`config.mk`:
```
export PLATFORM = sky130hd
export DESIGN_NAME = dedisp_channel_sum_flat
export DESIGN_NICKNAME = d
export VERILOG_FILES = /design/src/rtl/dedisp_channel_sum_if.sv /design/src/rtl/dedisp_channel_sum.sv /design/src/flat_wrapper.sv
export SDC_FILE = /design/constraint.sdc
export NUM_CORES = 1
export LEC_CHECK = 0
export CAP_MARGIN = 10
export CORE_MARGIN = 2
export CORE_UTILIZATION = 30
export DETAILED_ROUTE_END_ITERATION = 10
export PLACE_DENSITY_LB_ADDON = 0.3
export SYNTH_ARGS = -nofsm -noshare
export SYNTH_HDL_FRONTEND = slang
export SYNTH_SLANG_ARGS = --single-unit
```
`constraint.sdc`:
```
create_clock -name clk -period 6.4 [get_ports clk]
set_input_delay 0.96 -clock clk [delete_from_list [all_inputs] [get_ports clk]]
set_output_delay 0.96 -clock clk [all_outputs]
set_load 0.005 [all_outputs]
```
`src/rtl/dedisp_channel_sum_if.sv`:
```
// dedisp_channel_sum_if
//    Bundles the channel-power stream, the detection threshold and the
//    per-spectrum results of dedisp_channel_sum.
//    Ports (signals):
//       din, din_valid, sync_in  channel stream, channel 0 flagged by sync_in
//       threshold                detection threshold, quasi-static
//       dout, dout_valid         completed spectrum sum and its one-cycle strobe
//       detect                   one-cycle candidate pulse
//       frame_err                one-cycle framing-violation pulse
//    master: stream source / result sink; slave: dedisp_channel_sum.
interface dedisp_channel_sum_if #(
   parameter int DIN_WIDTH  = 32,
   parameter int DOUT_WIDTH = 43
);
   logic [DIN_WIDTH-1:0]  din;
   logic                  din_valid;
   logic                  sync_in;
   logic [DOUT_WIDTH-1:0] threshold;
   logic [DOUT_WIDTH-1:0] dout;
   logic                  dout_valid;
   logic                  detect;
   logic                  frame_err;

   modport master (
      output din, din_valid, sync_in, threshold,
      input  dout, dout_valid, detect, frame_err
   );

   modport slave (
      input  din, din_valid, sync_in, threshold,
      output dout, dout_valid, detect, frame_err
   );
endinterface

```
`src/rtl/dedisp_channel_sum.sv`:
```
// dedisp_channel_sum
//    Sums N_CHANNELS consecutive dedispersed channel powers into one
//    time-series sample per spectrum, flags framing violations and raises a
//    thresholded candidate pulse with a holdoff against repeat triggers.
//    Ports:
//       clk    system clock
//       rst_n  asynchronous active-low reset
//       bus    dedisp_channel_sum_if.slave (stream in, sum/detect/frame_err out)
//
//    state   | meaning
//    --------+-----------------------------------------------------------
//    IDLE    | discarding samples, waiting for a valid sample with sync
//    ACC     | accumulating a spectrum; counter = channels taken so far
module dedisp_channel_sum #(
   parameter int DIN_WIDTH  = 32,
   parameter int N_CHANNELS = 2048,
   parameter int DOUT_WIDTH = DIN_WIDTH + $clog2(N_CHANNELS),
   parameter int HOLDOFF    = 64
) (
   input logic                clk,
   input logic                rst_n,
   dedisp_channel_sum_if.slave bus
);
   localparam int CNT_W = $clog2(N_CHANNELS);
   localparam int HO_W  = (HOLDOFF < 1) ? 1 : $clog2(HOLDOFF + 1);
   localparam logic [CNT_W-1:0] CNT_LAST = CNT_W'(N_CHANNELS - 1);
   localparam logic [HO_W-1:0]  HO_LOAD  = HO_W'(HOLDOFF);

   localparam logic [0:0] ST_IDLE = 1'b0;
   localparam logic [0:0] ST_ACC  = 1'b1;

   logic [DIN_WIDTH-1:0]  r_din;
   logic                  r_din_valid;
   logic                  r_sync;
   logic [0:0]            r_state;
   logic [CNT_W-1:0]      r_cnt;
   logic [DOUT_WIDTH-1:0] r_acc;
   logic [DOUT_WIDTH-1:0] r_dout;
   logic                  r_dout_valid;
   logic                  r_frame_err;
   logic                  r_detect;
   logic [HO_W-1:0]       r_holdoff;

   logic [DOUT_WIDTH-1:0] w_din_ext;
   logic [DOUT_WIDTH-1:0] w_sum;

   assign w_din_ext = DOUT_WIDTH'(r_din);
   assign w_sum     = r_acc + w_din_ext;

   always_ff @(posedge clk or negedge rst_n) begin
      if (!rst_n) begin
         r_din       <= '0;
         r_din_valid <= 1'b0;
         r_sync      <= 1'b0;
      end else begin
         r_din       <= bus.din;
         r_din_valid <= bus.din_valid;
         r_sync      <= bus.sync_in;
      end
   end

   always_ff @(posedge clk or negedge rst_n) begin
      if (!rst_n) begin
         r_state      <= ST_IDLE;
         r_cnt        <= '0;
         r_acc        <= '0;
         r_dout       <= '0;
         r_dout_valid <= 1'b0;
         r_frame_err  <= 1'b0;
      end else begin
         r_dout_valid <= 1'b0;
         r_frame_err  <= 1'b0;
         if (r_din_valid) begin
            case (r_state)
               ST_IDLE: begin
                  if (r_sync) begin
                     r_acc   <= w_din_ext;
                     r_cnt   <= CNT_W'(1);
                     r_state <= ST_ACC;
                  end
               end
               default: begin
                  if (r_sync) begin
                     // Sync always restarts the spectrum; mid-spectrum it also
                     // drops the partial sum and reports the violation.
                     r_frame_err <= (r_cnt != '0);
                     r_acc       <= w_din_ext;
                     r_cnt       <= CNT_W'(1);
                  end else if (r_cnt == '0) begin
                     r_frame_err <= 1'b1;
                     r_state     <= ST_IDLE;
                  end else if (r_cnt == CNT_LAST) begin
                     r_dout       <= w_sum;
                     r_dout_valid <= 1'b1;
                     r_acc        <= '0;
                     r_cnt        <= '0;
                  end else begin
                     r_acc <= w_sum;
                     r_cnt <= r_cnt + CNT_W'(1);
                  end
               end
            endcase
         end
      end
   end

   // Holdoff counts completed sums, not clocks; the triggering sum reloads
   // it instead of decrementing it.
   always_ff @(posedge clk or negedge rst_n) begin
      if (!rst_n) begin
         r_detect  <= 1'b0;
         r_holdoff <= '0;
      end else begin
         r_detect <= 1'b0;
         if (r_dout_valid) begin
            if (r_holdoff != '0) begin
               r_holdoff <= r_holdoff - HO_W'(1);
            end else if (r_dout > bus.threshold) begin
               r_detect  <= 1'b1;
               r_holdoff <= HO_LOAD;
            end
         end
      end
   end

   assign bus.dout       = r_dout;
   assign bus.dout_valid = r_dout_valid;
   assign bus.detect     = r_detect;
   assign bus.frame_err  = r_frame_err;
endmodule

```
`src/flat_wrapper.sv`:
```
// flat-port wrapper written by rule: the top's interface ports become plain ports
module dedisp_channel_sum_flat 
#(
   parameter int DIN_WIDTH  = 32,
   parameter int N_CHANNELS = 2048,
   parameter int DOUT_WIDTH = DIN_WIDTH + $clog2(N_CHANNELS),
   parameter int HOLDOFF    = 64
)
  (clk, rst_n, bus_din, bus_din_valid, bus_sync_in, bus_threshold, bus_dout, bus_dout_valid, bus_detect, bus_frame_err);
  dedisp_channel_sum_if #(.DIN_WIDTH(DIN_WIDTH), .DOUT_WIDTH(DOUT_WIDTH)) bus_i ();
  input logic clk;
  input logic rst_n;
  input wire logic [$bits(bus_i.din)-1:0] bus_din;
  input wire logic [$bits(bus_i.din_valid)-1:0] bus_din_valid;
  input wire logic [$bits(bus_i.sync_in)-1:0] bus_sync_in;
  input wire logic [$bits(bus_i.threshold)-1:0] bus_threshold;
  output wire logic [$bits(bus_i.dout)-1:0] bus_dout;
  output wire logic [$bits(bus_i.dout_valid)-1:0] bus_dout_valid;
  output wire logic [$bits(bus_i.detect)-1:0] bus_detect;
  output wire logic [$bits(bus_i.frame_err)-1:0] bus_frame_err;
  assign bus_i.din = bus_din;
  assign bus_i.din_valid = bus_din_valid;
  assign bus_i.sync_in = bus_sync_in;
  assign bus_i.threshold = bus_threshold;
  assign bus_dout = bus_i.dout;
  assign bus_dout_valid = bus_i.dout_valid;
  assign bus_detect = bus_i.detect;
  assign bus_frame_err = bus_i.frame_err;
  dedisp_channel_sum #(.DIN_WIDTH(DIN_WIDTH), .N_CHANNELS(N_CHANNELS), .DOUT_WIDTH(DOUT_WIDTH), .HOLDOFF(HOLDOFF)) u_core (.clk(clk), .rst_n(rst_n), .bus(bus_i));
endmodule
```
After elaboration in Yosys (flattened, before gate mapping):

Cells that the tools add are included.

* flip-flop bits (word level): 142
* output and inout port bits: 46
* bits of input ports: 79
* word-level logic and storage cells: 55

* equality and inequality tests: 2
* muxes and demuxes: 28
* reductions and logical operators: 8
* magnitude comparators: 1
* add/sub/neg operators: 3
* bitwise logic cells: 2

Operator list (number)
* two-way mux 43 bit: 5
* two-way mux 11 bit: 5
* adder 43 x 32 -> 43 bit: 1
* > comparator 43 bit: 1
* two-way mux 1 bit: 16
* two-way mux 7 bit: 2
* adder 11 x 1 -> 11 bit, second input constant: 1
* equality test 11 bit, second input constant: 1
* logical NOT 11 bit: 1
* nonzero test 11 bit: 1
* nonzero test 7 bit: 1
* subtractor 7 x 1 -> 7 bit, second input constant: 1
* AND reduction 5 bit: 1
* nonzero test 2 bit: 2
* AND reduction 3 bit: 1
* inequality test 2 x 1 -> 1 bit, second input constant: 1
* NOT 1 bit: 2
* AND reduction 2 bit: 1

Depth between registers and ports, before layout:

* depth after elaboration: 6
* mapped depth: 12

Least setup slack after synthesis:

OpenSTA, ideal clock, no wires.

* path type: input-to-reg
* from: input port bus_threshold[4]
* to: register u_core.r_holdoff[6]
* arrival: 2.602 ns
* slack: 3.677 ns
* required time: 6.279 ns
* stages: 10
* setup time: 0.121 ns
* path through: inv_1 > ha_1 > a21o_1 > a21o_1 > a21oi_1 > nor2_1 > or3_1 > a211oi_1 > a21oi_1 > a22o_1

* longest elaborated chain between the ends: 3

RTL lines
* from (decl): RTL line flat_wrapper.sv:16 `input wire logic [$bits(bus_i.threshold)-1:0] bus_threshold;`
* > comparator 43 bit: RTL line dedisp_channel_sum.sv:118 `end else if (r_dout > bus.threshold) begin`
* nonzero test 2 bit (no line)
* AND reduction 2 bit (no line)
* to (signal assigned): RTL line dedisp_channel_sum.sv:117 `r_holdoff <= r_holdoff - HO_W'(1);`
* to (decl): RTL line dedisp_channel_sum.sv:42 `logic [HO_W-1:0] r_holdoff;`

No other way between the ends.
A chain may end at the register's enable or synchronous reset.

Worst setup path in the final report:

* from: register u_core.r_din[0]
* to: register u_core.r_acc[34]

* longest elaborated chain between the ends: 5

RTL lines
* from (decl): RTL line dedisp_channel_sum.sv:32 `logic [DIN_WIDTH-1:0] r_din;`
* from (signal assigned): RTL line dedisp_channel_sum.sv:56 `r_din <= bus.din;`
* adder 43 x 32 -> 43 bit: RTL line dedisp_channel_sum.sv:48 `assign w_sum = r_acc + w_din_ext;`
* two-way mux 43 bit: RTL line dedisp_channel_sum.sv:92 `end else if (r_cnt == CNT_LAST) begin`
* two-way mux 43 bit: RTL line dedisp_channel_sum.sv:89 `end else if (r_cnt == '0) begin`
* two-way mux 43 bit: RTL line dedisp_channel_sum.sv:83 `if (r_sync) begin`
* two-way mux 43 bit: RTL line dedisp_channel_sum.sv:74 `case (r_state)`
* to (signal assigned): RTL line dedisp_channel_sum.sv:77 `r_acc <= w_din_ext;`
* to (signal assigned): RTL line dedisp_channel_sum.sv:87 `r_acc <= w_din_ext;`
* to (signal assigned): RTL line dedisp_channel_sum.sv:98 `r_acc <= w_sum;`
* to (decl): RTL line dedisp_channel_sum.sv:37 `logic [DOUT_WIDTH-1:0] r_acc;`

No other way between the ends. The select of a mux whose other input is x is not followed.

==> flow_metrics.py <==
metrics = {
    "clocking": {
        "htreeDepth": 4,
        "clockBufferDepth": 2,
        "clkSlewWorstSetupHoldPaths_ns": 0.06,
        "ctsResizeCount": 0,
        "cts_hold_buffers": 0,
        "cts_tree": "done",
        "cts_root_buffer": "clkbuf_16",
        "cts_sinks": 142,
        "post_cts_buffers": 0,
        "clk_latency_ns": 0.43,
        "cts_buffers": 17,
    },
    "worst_setup_path": {
        "arrival_ns": 3.54,
        "end_kind": "flop",
        "path_class": "flop to flop",
        "critPathLaunchType": "flop",
        "path_cells": "ha_1 -> fa_1 -> a21oi_1 -> o22ai_2 -> o21ai_0 -> a211oi_2 -> nor3_2 -> nor2_1 -> a32o_1 -> a21o_1",
        "cp_slowest_cell": "o21ai_0",
        "cp.required_ns": 6.72,
        "critPathMaxFanout": 8,
        "slowest_delay_ns": 0.43,
    },
    "placed_design": {
        "dp_hpwl_um": 17900,
        "globalplace.congestion": 0.833,
        "port_buffers": 124,
        "placed_cell_area_um2": 10200,
    },
    "sta": {
        "rsz0062_at_grt": "false",
        "period_minus_slack_ns": 3.22,
        "setup_viol": 0,
        "fin_tns_setup_ns": 0,
        "maxSlewHeadroom": 0.190,
        "hold_viol": 0,
        "fmax_mhz": 311,
        "slew_viol_final": 0,
        "min_period_over_period": 0.503,
        "max_slew.worst_pin.slew_ns": 1.21,
        "finClkSkew_ns": 0.0133,
    },
    "logic_synthesis": {
        "synthCells": 939,
        "yosysUniqueCellTypes": 62,
        "seq_area_frac_synth": 0.414,
        "synth_area_um2": 8590,
        "yosys_warnings": 0,
        "yosys_register_bits": 142,
        "synth_top_area_share": 0.414,
        "ys_async_sr_fraction": 1.00,
        "synth_edf_count": 0,
        "synthFlopType": "dfrtp_1",
        "syn_avg_cell_area_um2": 9.15,
        "syn_nets": 1099,
        "synth_top_cell_by_area": "dfrtp_1",
        "yosys-top-cells-area": "dfrtp_1 (41%), ha_1 (12%), nand2_1 (5.5%), a21o_1 (4.2%), o21ai_0 (4.1%)",
    },
    "worst_hold_path": {
        "hold_path_class": "flop to flop",
    },
    "global_routing": {
        "antenna_found_initial": 0,
        "grt_pass1_wl_um": 39200,
        "grt_overflow": 0,
        "grt_max_degree": 89,
        "gr-usage-all-layers": 0.164,
        "grt_pass1_vias": 7115,
    },
    "die": {
        "dieArea_um2": 30000,
        "num_rows": 61,
        "ios": 125,
        "initial_utilization": 0.307,
        "dieHeight_um": 173,
        "core_um2": 28000,
        "die_w_um": 173,
    },
    "power_and_ir_drop": {
        "totalPowerFinal_w": 0.00364,
        "p_sw_frac": 0.394,
        "pwr-share-clk": 0.265,
        "p_switching_w": 0.00143,
        "p_leak_nw": 5.18,
        "p_comb_frac": 0.429,
        "power_frac_seq": 0.307,
        "irDropWorstVdd_uv": 207,
        "p_int_w": 0.00220,
        "power_density_nw_per_um2": 338,
    },
    "final_layout": {
        "fin_area_um2": 10800,
        "fin_util": 0.384,
        "insertedDiodeCount": 0,
        "drive_above_1_share": 0.0433,
        "area_growth_pct": 25.3,
        "nets": 1212,
    },
    "drt": {
        "antenna_left": 0,
        "drt-initial-drc-count": 460,
        "dr.pass1.iters": 4,
        "vias": 7301,
        "avgViaCountPerCell": 5.07,
        "remaining_drc_errors": 0,
        "wl_per_cell_um": 16.8,
        "detail_route.wirelength_um": 24200,
    },
    "status": {
        "status": "finished clean",
    },
    "flow_run": {
        "drv_cap": 0,
    },
}
[state kept, by name, summed over array words and instances, names as in the netlist, 7 cells and up]
| register | flops |
|---|---|
| u_core.r_acc | 43 |
| u_core.r_din | 32 |
| u_core.bus.dout | 43 |
| u_core.r_holdoff | 7 |
| u_core.r_cnt | 11 |
[path summary, 6_finish.rpt]
check / startpoint / endpoint / slack [ns] / cells past startpoint
max: u_core.r_din[0] / u_core.r_acc[34] / 3.18 / 10
min reg2reg: u_core.r_din[22] / u_core.r_acc[22] / 0.48 / 2
min in group asynchronous: rst_n / u_core.bus.dout[10] / 0.59 / 1
max reg2reg: u_core.r_din[0] / u_core.r_acc[34] / 3.18 / 10
min: u_core.r_din[22] / u_core.r_acc[22] / 0.48 / 2
max in group asynchronous: rst_n / u_core.r_acc[11] / 4.53 / 2
[power by group through the flow]
stage	logic [W]	clock network (W)	registers (W)
5_1_grt	0.00174	0.00102	0.00113
3_5_place_dp	0.00153	0	0.00112
3_3_place_gp	0.00152	0	0.00112
4_1_cts	0.00155	0.000981	0.00111
6_report	0.00156	0.000963	0.00112
2_1_floorplan	0.00112	0	0.00110
[synth_stat cells, types with 3 or more instances]
library cell	count
dfrtp_1	142
nand2_1	127
ha_1	80
o21ai_0	71
inv_1	64
a21o_1	48
a21oi_1	48
nor2_1	39
nand3_1	33
clkbuf_1	24
a22oi_1	23
xnor2_1	18
xor2_1	17
a31oi_1	16
and3_1	14
nand4_1	14
nor3_1	14
o31ai_1	11
o211ai_1	10
a22o_1	8
nor4_1	8
or3_1	8
and2_1	7
mux2_2	7
nor2b_1	6
o21bai_1	6
a211oi_1	5
buf_2	5
nand2b_1	5
o21a_1	5
and4_1	4
a211o_1	3
a221o_1	3
buf_1	3
clkbuf_2	3
mux2i_1	3
or4_1	3
[routing by layer]
| metal | wire length (µm) | global-route usage | up-vias |
|---|---|---|---|
| li1 | - | - | 3601 |
| met1 | 11700 | 0.227 | 3493 |
| met2 | 10700 | 0.253 | 173 |
| met3 | 1150 | 0.0353 | 34 |
| met4 | 613 | 0.0629 | 0 |
| met5 | 0 | 0 | - |
[cells in the final DEF, fill, tap and decap left out, types with 16 or more instances in the layout]
master,netlist,layout
clkdlybuf4s50_1,0,123
ha_1,80,80
o21ai_0,71,71
inv_1,64,64
a21o_1,48,48
nand3_1,33,33
dfrtp_1,142,142
nand2_1,127,127
a21oi_1,48,48
xnor2_1,18,18
clkbuf_16,0,17
a22oi_1,23,23
a31oi_1,16,16
xor2_1,17,17
nor2_1,39,38
[critical path, delay by kind of cell, from the launching register on]
family / cells / cell delay, ns
adder cells (fa/ha/maj): 2 / 0.64
flip-flops: 1 / 0.41
AO/OA/AOI/OAI: 6 / 1.43
AND/OR/NAND/NOR: 2 / 0.63
[final cells by class]
| type | instances | area, µm² |
|---|---|---|
| fillers | 2883 | 17200 |
| clock buffers | 23 | 468 |
| clock inverters | 7 | 88.8 |
| repair buffers | 131 | 1290 |
| flip-flops and latches | 142 | 3550 |
| well taps | 378 | 473 |
| inverters | 64 | 240 |
| multi-input cells | 696 | 4650 |
[through the flow]
step	hold WS, ns	cells	worst slack (ns)
floorplan	0.443	939	3.68
global placement	0.460	1411	3.07
detailed placement	0.470	1411	2.99
CTS	0.482	1441	3.19
global route	0.530	1441	3.00
finish	0.478	1441	3.18
[logic make-up after synthesis]
kind of cell	share of synthesized area
AND/OR/NAND/NOR	0.161
multiplexers	0.0127
AO/OA/AOI/OAI	0.211
XOR/XNOR	0.0357
adder cells (fa/ha/maj)	0.119
buffers and inverters	0.0466
flip-flops	0.414
No activity file was read; power rests on OpenSTA's default activity.
